`config.mk`:
```
export PLATFORM = sky130hd
export DESIGN_NAME = uart_seg_scanner_flat
export DESIGN_NICKNAME = d
export VERILOG_FILES = /design/src/rtl/uart_seg_pkg.sv /design/src/rtl/uart_seg_scanner_if.sv /design/src/rtl/uart_seg_scanner_mux.sv /design/src/rtl/uart_seg_scanner.sv /design/src/flat_wrapper.sv
export SDC_FILE = /design/constraint.sdc
export NUM_CORES = 1
export LEC_CHECK = 0
export BUFFER_PORTS_ARGS = -buffer_cell sky130_fd_sc_hd__buf_2
export CAP_MARGIN = 15
export CORE_MARGIN = 2
export CORE_UTILIZATION = 50
export CTS_CLUSTER_DIAMETER = 60
export CTS_CLUSTER_SIZE = 24
export DETAILED_ROUTE_END_ITERATION = 16
export PLACE_DENSITY = 0.76
export REMOVE_ABC_BUFFERS = 1
export SLEW_MARGIN = 20
export SYNTH_ARGS = -nofsm -noshare
export SYNTH_HDL_FRONTEND = slang
export SYNTH_SLANG_ARGS = --single-unit
```
`constraint.sdc`:
```
create_clock -name clk -period 4.7 [get_ports clk]
set_clock_uncertainty 0.2 [all_clocks]
set_input_delay 0.47 -clock clk [delete_from_list [all_inputs] [get_ports clk]]
set_output_delay 0.47 -clock clk [all_outputs]
set_load 0.05 [all_outputs]
```
`src/rtl/uart_seg_pkg.sv`:
```
// Shared types and constants for the UART-fed 7-segment scanner.
// Hex glyphs are used only when UART_SEG_HEX_DIGITS_EN is defined.
package uart_seg_pkg;

  // {blank, value[3:0]}
  typedef logic [4:0] digit_t;
  localparam digit_t DIGIT_BLANK = 5'b10000;

  // Team segment map: bit0=c bit1=d bit2=e bit3=b bit4=a bit5=f bit6=g
  localparam logic [6:0] SEG_BLANK = 7'b0000000;
  localparam logic [6:0] SEG_0     = 7'b0111111;
  localparam logic [6:0] SEG_1     = 7'b0001001;
  localparam logic [6:0] SEG_2     = 7'b1011110;
  localparam logic [6:0] SEG_3     = 7'b1011011;
  localparam logic [6:0] SEG_4     = 7'b1101001;
  localparam logic [6:0] SEG_5     = 7'b1110011;
  localparam logic [6:0] SEG_6     = 7'b1110111;
  localparam logic [6:0] SEG_7     = 7'b0011001;
  localparam logic [6:0] SEG_8     = 7'b1111111;
  localparam logic [6:0] SEG_9     = 7'b1111011;
  localparam logic [6:0] SEG_A     = 7'b1111101;
  localparam logic [6:0] SEG_B     = 7'b1100111;
  localparam logic [6:0] SEG_C     = 7'b0110110;
  localparam logic [6:0] SEG_D     = 7'b1001111;
  localparam logic [6:0] SEG_E     = 7'b1110110;
  localparam logic [6:0] SEG_F     = 7'b1110100;

  localparam logic [7:0] CH_CR = 8'h0D;
  localparam logic [7:0] CH_LF = 8'h0A;
  localparam logic [7:0] CH_BS = 8'h08;

  typedef enum logic [1:0] {
    BYTE_DIGIT,
    BYTE_BS,
    BYTE_TERM,
    BYTE_OTHER
  } byte_class_t;

  function automatic logic [6:0] seg_lookup(input digit_t d);
    logic [6:0] s;
    s = SEG_BLANK;
    if (!d[4]) begin
      case (d[3:0])
        4'h0: s = SEG_0;
        4'h1: s = SEG_1;
        4'h2: s = SEG_2;
        4'h3: s = SEG_3;
        4'h4: s = SEG_4;
        4'h5: s = SEG_5;
        4'h6: s = SEG_6;
        4'h7: s = SEG_7;
        4'h8: s = SEG_8;
        4'h9: s = SEG_9;
        4'hA: s = SEG_A;
        4'hB: s = SEG_B;
        4'hC: s = SEG_C;
        4'hD: s = SEG_D;
        4'hE: s = SEG_E;
        default: s = SEG_F;
      endcase
    end
    return s;
  endfunction

endpackage

```
`src/rtl/uart_seg_scanner_if.sv`:
```
// Byte-stream input and multiplexed display output bundle.
interface uart_seg_scanner_if #(
  parameter int unsigned NUM_DIGITS = 4
);
  logic [7:0]            rx_data;
  logic                  rx_valid;
  logic [6:0]            seg;
  logic [NUM_DIGITS-1:0] dig_en;
  logic                  err;

  modport master (output rx_data, rx_valid, input seg, dig_en, err);
  modport slave  (input rx_data, rx_valid, output seg, dig_en, err);
endinterface

```
`src/rtl/uart_seg_scanner_mux.sv`:
```
// Digit scan timer, one-hot digit enable and registered segment lookup.
module seg_scan_mux
  import uart_seg_pkg::*;
#(
  parameter int unsigned NUM_DIGITS = 4,
  parameter int unsigned SCAN_DIV   = 27000
) (
  input  logic                    clk,
  input  logic                    rst,
  input  digit_t [NUM_DIGITS-1:0] i_digits,
  output logic [6:0]              o_seg,
  output logic [NUM_DIGITS-1:0]   o_dig_en
);
  localparam int unsigned CW = $clog2(SCAN_DIV);
  localparam int unsigned IW = $clog2(NUM_DIGITS);

  logic [CW-1:0]         r_cnt;
  logic [IW-1:0]         r_idx;
  logic [IW-1:0]         w_idx_next;
  logic                  w_wrap;
  logic [NUM_DIGITS-1:0] w_onehot;
  logic [6:0]            r_seg;
  logic [NUM_DIGITS-1:0] r_dig_en;

  always_comb begin
    w_wrap     = (r_cnt == CW'(SCAN_DIV - 1));
    w_idx_next = r_idx;
    if (w_wrap) begin
      w_idx_next = (r_idx == IW'(NUM_DIGITS - 1)) ? '0 : r_idx + IW'(1);
    end
    w_onehot = {{(NUM_DIGITS-1){1'b0}}, 1'b1} << w_idx_next;
  end

  // seg and dig_en both follow the next index so they always change together
  always_ff @(posedge clk or posedge rst) begin
    if (rst) begin
      r_cnt    <= '0;
      r_idx    <= '0;
      r_dig_en <= {{(NUM_DIGITS-1){1'b0}}, 1'b1};
      r_seg    <= SEG_BLANK;
    end else begin
      r_cnt    <= w_wrap ? '0 : r_cnt + CW'(1);
      r_idx    <= w_idx_next;
      r_dig_en <= w_onehot;
      r_seg    <= seg_lookup(i_digits[w_idx_next]);
    end
  end

  assign o_seg    = r_seg;
  assign o_dig_en = r_dig_en;
endmodule

```
`src/rtl/uart_seg_scanner.sv`:
```
// Parses ASCII digits/BS/CR/LF into an entry buffer and commits it to a scanned display.
// Define UART_SEG_HEX_DIGITS_EN to accept A-F / a-f as hex digit values.
module uart_seg_scanner
  import uart_seg_pkg::*;
#(
  parameter int unsigned NUM_DIGITS = 4,
  parameter int unsigned SCAN_DIV   = 27000
) (
  input  logic               clk,
  input  logic               rst,
  uart_seg_scanner_if.slave  bus
);
  localparam int unsigned NW = $clog2(NUM_DIGITS + 1);

  digit_t [NUM_DIGITS-1:0] r_entry;
  digit_t [NUM_DIGITS-1:0] r_disp;
  logic [NW-1:0]           r_count;
  logic                    r_err;
  byte_class_t             w_class;
  logic [3:0]              w_value;

  always_comb begin
    w_class = BYTE_OTHER;
    w_value = '0;
    if (bus.rx_data >= 8'h30 && bus.rx_data <= 8'h39) begin
      w_class = BYTE_DIGIT;
      w_value = bus.rx_data[3:0];
    end else if (bus.rx_data == CH_BS) begin
      w_class = BYTE_BS;
    end else if (bus.rx_data == CH_CR || bus.rx_data == CH_LF) begin
      w_class = BYTE_TERM;
    end
`ifdef UART_SEG_HEX_DIGITS_EN
    else if ((bus.rx_data >= 8'h41 && bus.rx_data <= 8'h46) ||
             (bus.rx_data >= 8'h61 && bus.rx_data <= 8'h66)) begin
      w_class = BYTE_DIGIT;
      w_value = bus.rx_data[3:0] + 4'd9;
    end
`endif
  end

  always_ff @(posedge clk or posedge rst) begin
    if (rst) begin
      r_entry <= {NUM_DIGITS{DIGIT_BLANK}};
      r_disp  <= {NUM_DIGITS{DIGIT_BLANK}};
      r_count <= '0;
      r_err   <= 1'b0;
    end else begin
      r_err <= bus.rx_valid && (w_class == BYTE_OTHER);
      if (bus.rx_valid) begin
        case (w_class)
          BYTE_DIGIT: begin
            r_entry <= {r_entry[NUM_DIGITS-2:0], {1'b0, w_value}};
            if (r_count != NW'(NUM_DIGITS)) r_count <= r_count + NW'(1);
          end
          BYTE_BS: begin
            if (r_count != '0) begin
              r_entry <= {DIGIT_BLANK, r_entry[NUM_DIGITS-1:1]};
              r_count <= r_count - NW'(1);
            end
          end
          // empty terminator leaves the display alone so CR+LF keeps the value
          BYTE_TERM: begin
            if (r_count != '0) begin
              r_disp  <= r_entry;
              r_entry <= {NUM_DIGITS{DIGIT_BLANK}};
              r_count <= '0;
            end
          end
          default: ;
        endcase
      end
    end
  end

  seg_scan_mux #(
    .NUM_DIGITS (NUM_DIGITS),
    .SCAN_DIV   (SCAN_DIV)
  ) u_mux (
    .clk      (clk),
    .rst      (rst),
    .i_digits (r_disp),
    .o_seg    (bus.seg),
    .o_dig_en (bus.dig_en)
  );

  assign bus.err = r_err;
endmodule
```
`src/flat_wrapper.sv`:
```
// flat-port wrapper written by rule: the top's interface ports become plain ports
module uart_seg_scanner_flat import uart_seg_pkg::*;
#(
  parameter int unsigned NUM_DIGITS = 4,
  parameter int unsigned SCAN_DIV   = 27000
)
  (clk, rst, bus_rx_data, bus_rx_valid, bus_seg, bus_dig_en, bus_err);
  uart_seg_scanner_if #(.NUM_DIGITS(NUM_DIGITS)) bus_i ();
  input  logic clk;
  input  logic rst;
  input wire logic [$bits(bus_i.rx_data)-1:0] bus_rx_data;
  input wire logic [$bits(bus_i.rx_valid)-1:0] bus_rx_valid;
  output wire logic [$bits(bus_i.seg)-1:0] bus_seg;
  output wire logic [$bits(bus_i.dig_en)-1:0] bus_dig_en;
  output wire logic [$bits(bus_i.err)-1:0] bus_err;
  assign bus_i.rx_data = bus_rx_data;
  assign bus_i.rx_valid = bus_rx_valid;
  assign bus_seg = bus_i.seg;
  assign bus_dig_en = bus_i.dig_en;
  assign bus_err = bus_i.err;
  uart_seg_scanner #(.NUM_DIGITS(NUM_DIGITS), .SCAN_DIV(SCAN_DIV)) u_core (.clk(clk), .rst(rst), .bus(bus_i));
endmodule
```
# --- Word level (Yosys, flattened, before mapping) ---
# Memories as Yosys holds them, arrays and structs flattened.
# Index checks and enable logic that the tools add are counted.
totals:
  reg_bits: 72
  rom_bits: 112
  in_bits: 11
  out_inout_bits: 12
  wordCells: 61
  memories: 1
classes:
  n_addsub: 4
  n_lt_le_gt_ge: 3
  eq_ne: 12
  shift: 1
  n_mux: 17
  reduce_logical: 9
mem_list:
  columns: ["name", "words", "width", "rd", "rd_clocked_by_memory_dff", "write_ports", "line_no", "source"]
  rows:
  - ["(name not given)", 16, 7, 1, 0, 0, "uart_seg_pkg.sv:43", "case (d[3:0])"]
op_table:
  columns: ["operator", "n"]
  rows:
  - ["one-hot mux 20 bit (3 select lines)", 1]
  - ["two-way mux 20 bit", 2]
  - ["== test 8 x 4 -> 1 bit (second input constant)", 3]
  - ["adder 15 x 1 -> 15 bit (second input constant)", 1]
  - ["== test 15 bit (second input constant)", 1]
  - ["two-way mux 15 bit", 1]
  - ["binary-select mux 5 bit (select 2 bit)", 1]
  - ["two-way mux 3 bit", 3]
  - ["one-hot mux 3 bit (3 select lines)", 1]
  - [">= comparator 8 x 6 -> 1 bit (second input constant)", 1]
  - ["<= comparator 8 x 6 -> 1 bit (second input constant)", 1]
  - ["two-way mux 2 bit", 4]
  - ["two-way mux 7 bit", 1]
  - ["== test 2 bit (second input constant)", 3]
  - ["!= test 2 x 1 -> 1 bit (second input constant)", 3]
  - ["nonzero test 3 bit", 2]
  - ["two-way mux 5 bit", 1]
  - ["AND reduction 5 bit", 1]
  - ["two-way mux 4 bit", 1]
  - ["AND reduction 4 bit", 1]
  - ["<< shifter 1 x 2 -> 4 bit (first input constant)", 1]
  - ["adder 3 x 1 -> 3 bit (second input constant)", 1]
  - ["< comparator 2 x 3 -> 1 bit (second input constant)", 1]
  - ["!= test 3 bit (second input constant)", 1]
  - ["other kinds (8)", 9]

# --- Longest topological paths before layout ---
logic_depth:
  word_depth: 8
  depth_mapped: 13
  depth_no_buf: 12

# --- By module ---
# A second synthesis with hierarchy kept.
unflattened:
  cells_unflattened: 335
  area_unflattened_um2: 3793.6
by_module_without_submodules:
  columns: ["mod", "n_inst", "cells_per_inst", "area_each_um2", "seq_area_each_um2"]
  rows:
  - ["uart_seg_scanner", 1, 186, 2184.6, 1111.1]
  - ["seg_scan_mux", 1, 149, 1609.0, 701.9]

# --- Least setup slack after synthesis ---
# No wires, ideal clock.
synth_path:
  kind: "reg2reg"
  startpoint: "reg u_core.u_mux.r_cnt[3]"
  endpoint: "reg u_core.u_mux.r_seg[4], in the netlist u_core.u_mux.o_seg[4]"
  setup_ps: 104
  arrival_ps: 3427
  required_ps: 4396
  setup_slack_ps: 969
  stages_incl_launch_ff: 12
  path_buffers: 1
  synth_period_minus_slack_ps: 3731
  cell_sequence: "dfrtp_1 > or4b_4 > nor4_4 > mux2i_1 > clkinv_2 > buf_6 > mux2i_1 > mux2i_2 > inv_1 > ha_1 > or4_1 > o311ai_1"
synth_via:
  elab_chain_len: 6
synth_lines:
  columns: ["item", "line_no", "source"]
  rows:
  - ["from (decl)", "uart_seg_scanner_mux.sv:17", "logic [CW-1:0] r_cnt;"]
  - ["from (signal assigned)", "uart_seg_scanner_mux.sv:42", "r_cnt <= w_wrap ? '0 : r_cnt + CW'(1);"]
  - ["== test 15 bit *", "uart_seg_scanner_mux.sv:26", "w_wrap = (r_cnt == CW'(SCAN_DIV - 1));"]
  - ["two-way mux 2 bit *", "uart_seg_scanner_mux.sv:28", "if (w_wrap) begin"]
  - ["named net u_core.u_mux.w_idx_next[1]", "uart_seg_scanner_mux.sv:19", "logic [IW-1:0] w_idx_next;"]
  - ["binary-select mux 5 bit (select 2 bit) *", "uart_seg_scanner_mux.sv:45", "r_seg <= seg_lookup(i_digits[w_idx_next]);"]
  - ["two-way mux 5 bit (not written as such) *", "uart_seg_scanner_mux.sv:45", null]
  - ["memory (16 x 7 bit)", null, null]
  - ["two-way mux 7 bit *", "uart_seg_pkg.sv:42", "if (!d[4]) begin"]
  - ["to (signal assigned)", "uart_seg_scanner_mux.sv:45", null]
  - ["to (decl)", "uart_seg_scanner_mux.sv:22", "logic [6:0] r_seg;"]
# The timed path passes the listed nets; every way through them passes the cells marked *. The select of a mux whose other input is x is not followed.
# A chain may end at the register's enable or synchronous reset.

# --- Final worst setup path ---
layout_path:
  startpoint: "reg u_core.u_mux.r_cnt[3]"
  endpoint: "reg u_core.u_mux.r_seg[4], in the netlist u_core.u_mux.o_seg[4]"
layout_via:
  elab_chain_len: 6
layout_lines:
  columns: ["item", "line_no"]
  rows:
  - ["== test 15 bit *", "uart_seg_scanner_mux.sv:26"]
  - ["two-way mux 2 bit *", "uart_seg_scanner_mux.sv:28"]
  - ["binary-select mux 5 bit (select 2 bit) *", "uart_seg_scanner_mux.sv:45"]
  - ["two-way mux 5 bit (not written as such) *", "uart_seg_scanner_mux.sv:45"]
  - ["memory (16 x 7 bit)", null]
  - ["two-way mux 7 bit *", "uart_seg_pkg.sv:42"]
# Mark *: on every way between the ends. The rest lies on a longest branch, timed or not. The select of a mux whose other input is x is not followed.

==> impl_metrics.xml <==
<?xml version="1.0" encoding="UTF-8"?>
<metrics>
  <group name="routing">
    <metric name="post_drt_via_cell_ratio" unit="">5.51</metric>
    <metric name="route.final.wire_length" unit="um">6760</metric>
    <metric name="via_count" unit="">2572</metric>
    <metric name="drc_errors" unit="">0</metric>
    <metric name="first_pass_iters" unit="">4</metric>
    <metric name="wirelength_per_cell" unit="um">14.5</metric>
    <metric name="detail_route.iter0.violations" unit="">102</metric>
    <metric name="final_antenna_violating_net_count" unit="">0</metric>
  </group>
  <group name="grt">
    <metric name="grt_max_degree" unit="">38</metric>
    <metric name="first_global_vias" unit="">2311</metric>
    <metric name="grt_antenna_before_repair" unit="">0</metric>
    <metric name="grt_first_pass_wirelength" unit="um">11200</metric>
    <metric name="gr-usage-all-layers" unit="%">18.4</metric>
    <metric name="overflow" unit="">0</metric>
  </group>
  <group name="worst_setup_path">
    <metric name="worst_ep_arrival_time" unit="ns">3.89</metric>
    <metric name="crit_path_start" unit="">u_core.u_mux.r_cnt[3]</metric>
    <metric name="crit_fanout" unit="">12</metric>
    <metric name="slowest_stage" unit="">sky130_fd_sc_hd__or4b_4</metric>
    <metric name="cpLargestDelayFamily" unit="">simple AND/OR/NAND/NOR gates</metric>
    <metric name="r2r_setup_slack" unit="ns">0.84</metric>
    <metric name="critical_path.max_stage_delay" unit="ns">0.58</metric>
    <metric name="crit-reg2reg-launch" unit="">u_core.u_mux.r_cnt[3]</metric>
    <metric name="worst-path-buf-inv" unit="">2</metric>
    <metric name="worst_setup_path_end_kind" unit="">flop</metric>
    <metric name="timing_worst_setup_path_type" unit="">reg -&gt; reg</metric>
    <metric name="cells_traversed_along_the_worst_timing_path" unit="">or4b_4, nor4_4, mux2i_1, clkinv_2, mux2i_1, mux2i_2, inv_1, ha_1, or4_1, o311ai_1</metric>
    <metric name="cpMostUsedCell" unit="">sky130_fd_sc_hd__mux2i_1</metric>
    <metric name="regToRegEndpoint" unit="">u_core.u_mux.o_seg[4]</metric>
    <metric name="crit_required" unit="ns">4.73</metric>
    <metric name="worst_r2r_path_depth" unit="">10</metric>
    <metric name="worstSetupStartpointType" unit="">flop</metric>
  </group>
  <group name="yosys">
    <metric name="synth_area_leaders" unit="">sky130_fd_sc_hd__dfrtp_1, sky130_fd_sc_hd__mux2_2, sky130_fd_sc_hd__dfstp_2</metric>
    <metric name="number_of_enable_type_register_cells_in_the_synthesized_netlist" unit="">0</metric>
    <metric name="postSynthAreaPerCell" unit="sq um">10.7</metric>
    <metric name="seq_area_frac_synth" unit="%">49.7</metric>
    <metric name="synthDominantCellAreaShare" unit="%">43.2</metric>
    <metric name="ys_types" unit="">49</metric>
    <metric name="synth-async-reset-ratio" unit="%">100</metric>
    <metric name="synth-warning-count" unit="">0</metric>
    <metric name="synth_seq_cells" unit="">72</metric>
    <metric name="synth_area_leader_cell" unit="">sky130_fd_sc_hd__dfrtp_1</metric>
    <metric name="number_of_standard_cells_after_synthesis" unit="">340</metric>
    <metric name="ys_dominant_reg_cell" unit="">sky130_fd_sc_hd__dfrtp_1</metric>
    <metric name="synth_area" unit="sq um">3650</metric>
  </group>
  <group name="die">
    <metric name="die_boundary_height" unit="um">89.4</metric>
    <metric name="core_region_area" unit="sq um">7180</metric>
    <metric name="fp-row-count" unit="">31</metric>
    <metric name="initial_utilization" unit="%">50.8</metric>
    <metric name="die-width" unit="um">89.4</metric>
    <metric name="number_of_placed_i_o_pins" unit="">23</metric>
    <metric name="fp.dieArea" unit="sq um">7990</metric>
  </group>
  <group name="layout">
    <metric name="nNetsFinal" unit="">388</metric>
    <metric name="flow.area_growth_from_synthesis" unit="%">10.7</metric>
    <metric name="final_cell_mix" unit="">sky130_fd_sc_hd__dfrtp_1, sky130_fd_sc_hd__nand2_1, sky130_fd_sc_hd__nor2_1</metric>
    <metric name="antennaDiodeCount" unit="">0</metric>
    <metric name="layout_commonest_cell" unit="">sky130_fd_sc_hd__dfrtp_1</metric>
    <metric name="drive_gt1_share" unit="%">22.6</metric>
  </group>
  <group name="timing">
    <metric name="slew_viol_final" unit="">0</metric>
    <metric name="rsz0062_at_grt" unit="">false</metric>
    <metric name="setup_violation_total_in_the_final_timing_report" unit="">0</metric>
    <metric name="final_hold_violating_endpoints" unit="">0</metric>
    <metric name="slew-limit-headroom" unit="%">32.8</metric>
    <metric name="max_slew.worst_pin.slew" unit="ns">1.01</metric>
    <metric name="final_period_minus_worst_setup_slack" unit="ns">3.86</metric>
    <metric name="maxClockFrequency" unit="MHz">259</metric>
    <metric name="period_share" unit="%">82.1</metric>
    <metric name="setup-tns-final" unit="ns">0</metric>
  </group>
  <group name="clocking">
    <metric name="clockBufferDepth" unit="">2</metric>
    <metric name="clk_pin_slew_worst_paths" unit="ns">0.08</metric>
    <metric name="tritoncts" unit="">built</metric>
    <metric name="number_of_cts_inserted_buffers" unit="">9</metric>
    <metric name="clkLatencyLatePin" unit="ns">0.34</metric>
    <metric name="clk_root_buffer_cell" unit="">sky130_fd_sc_hd__clkbuf_8</metric>
    <metric name="cts_hold_repair.buffers" unit="">0</metric>
    <metric name="post_cts_buffers" unit="">0</metric>
    <metric name="clock_sink_count" unit="">72</metric>
    <metric name="h-tree-depth" unit="">3</metric>
    <metric name="cts_resized" unit="">0</metric>
  </group>
  <group name="hold_path">
    <metric name="hold_removal_path_class" unit="">in -&gt; async</metric>
  </group>
  <group name="pwr">
    <metric name="cellLeakagePower" unit="nW">1.79</metric>
    <metric name="power_per_cell_area" unit="nW/um^2">310</metric>
    <metric name="p_total" unit="W">0.00125</metric>
    <metric name="vdd_ir_drop_max" unit="mV">0.162</metric>
  </group>
  <group name="placed_design">
    <metric name="placement.io_buffers" unit="">22</metric>
    <metric name="routabilityCongestion" unit="">0.839</metric>
    <metric name="place_hpwl" unit="um">4630</metric>
  </group>
  <group name="job">
    <metric name="max_cap_violations" unit="">0</metric>
  </group>
  <group name="status">
    <metric name="run_status" unit="">finished, final reports clean</metric>
  </group>
</metrics>
registers in the layout (all words and copies together), names as in the netlist:
name / count
u_core.bus.err: 1
u_core.u_mux.o_dig_en: 4
u_core.u_mux.r_cnt: 15
u_core.r_entry: 20
u_core.u_mux.o_seg: 7
u_core.u_mux.r_idx: 2
u_core.r_count: 3
u_core.r_disp: 20
through the flow:
stage / utilization [%] / worst slack [ns] / instance area, sq um / hold slack, ns / std cells
2_1_floorplan: - / 0.738 / 3580 / 0.248 / 327
3_3_place_gp: 53.5 / 1.01 / 3840 / 0.271 / 451
3_5_place_dp: 53.5 / 0.875 / 3840 / 0.285 / 451
4_1_cts: 56.3 / 0.822 / 4040 / 0.0824 / 467
5_1_grt: 56.3 / 0.557 / 4040 / 0.127 / 467
6_report: 56.3 / 0.842 / 4040 / 0.0578 / 467
per-layer routing:
layer | wire length [um] | global-route usage, % | share of wire (%)
met2 | 3120 | 27.3 | 46
met3 | 232 | 4.99 | 3.4
met1 | 3350 | 25.8 | 50
met4 | 49 | 6.65 | 0.73
met5 | 0 | 0 | 0
power by group:
group / leakage, nW / internal [W] / switching, W
clock: 0.103 / 0.000273 / 0.000221
sequential: 0.916 / 0.000639 / 0.0000144
combinational: 0.769 / 0.0000377 / 0.0000663
Yosys cell counts (all sizes together) (2+ instances only):
cell	number
a21oi	12
nor2	29
nand4b	3
mux2i	17
dfrtp	63
dfstp	9
o221a	2
and3	7
nor4	2
nor3	3
nand4	3
mux2	26
o31ai	4
nand3b	4
buf	3
nand2	41
clkbuf	10
ha	13
nand3	7
nor3b	2
xnor2	6
o21a	2
o21ai	25
xor2	8
inv	12
a22oi	13
worst max path at each step:
stage	endpoint	cells past startpoint
6_report	u_core.u_mux.o_seg[4]	10
3_3_place_gp	u_core.u_mux.o_seg[4]	10
2_1_floorplan	u_core.u_mux.o_seg[4]	10
5_1_grt	u_core.u_mux.o_seg[4]	10
3_5_place_dp	u_core.u_mux.o_seg[4]	10
4_1_cts	u_core.u_mux.o_seg[4]	10
final cells by class:
type | count | area, sq um
Sequential cell | 72 | 1810
Timing Repair Buffer | 25 | 133
Clock inverter | 3 | 40.0
Multi-Input combinational cell | 242 | 1720
Tap cell | 99 | 124
Fill cell | 603 | 3140
Clock buffer | 13 | 159
Inverter | 13 | 50.0
worst register-to-register path, cell delays in order, from the launching register on:
cell and delay, ns:
sky130_fd_sc_hd__dfrtp_1 0.42, sky130_fd_sc_hd__or4b_4 0.58, sky130_fd_sc_hd__nor4_4 0.32, sky130_fd_sc_hd__mux2i_1 0.39, sky130_fd_sc_hd__clkinv_2 0.31, sky130_fd_sc_hd__mux2i_1 0.21, sky130_fd_sc_hd__mux2i_2 0.31, sky130_fd_sc_hd__inv_1 0.16
sky130_fd_sc_hd__ha_1 0.23, sky130_fd_sc_hd__or4_1 0.52, sky130_fd_sc_hd__o311ai_1 0.10
cells by family (layout without fill, tap and decap cells):
family,count (synthesis),count (layout),synth area share [%]
XOR/XNOR,14,14,3.36
adder cells (fa/ha/maj),14,14,5.01
flip-flops,72,72,49.7
AO/OA/AOI/OAI,65,65,11.5
multiplexers,43,43,12.9
buffers and inverters,26,54,3.16
AND/OR/NAND/NOR,106,106,14.3
(Power assumes the default switching activity.)
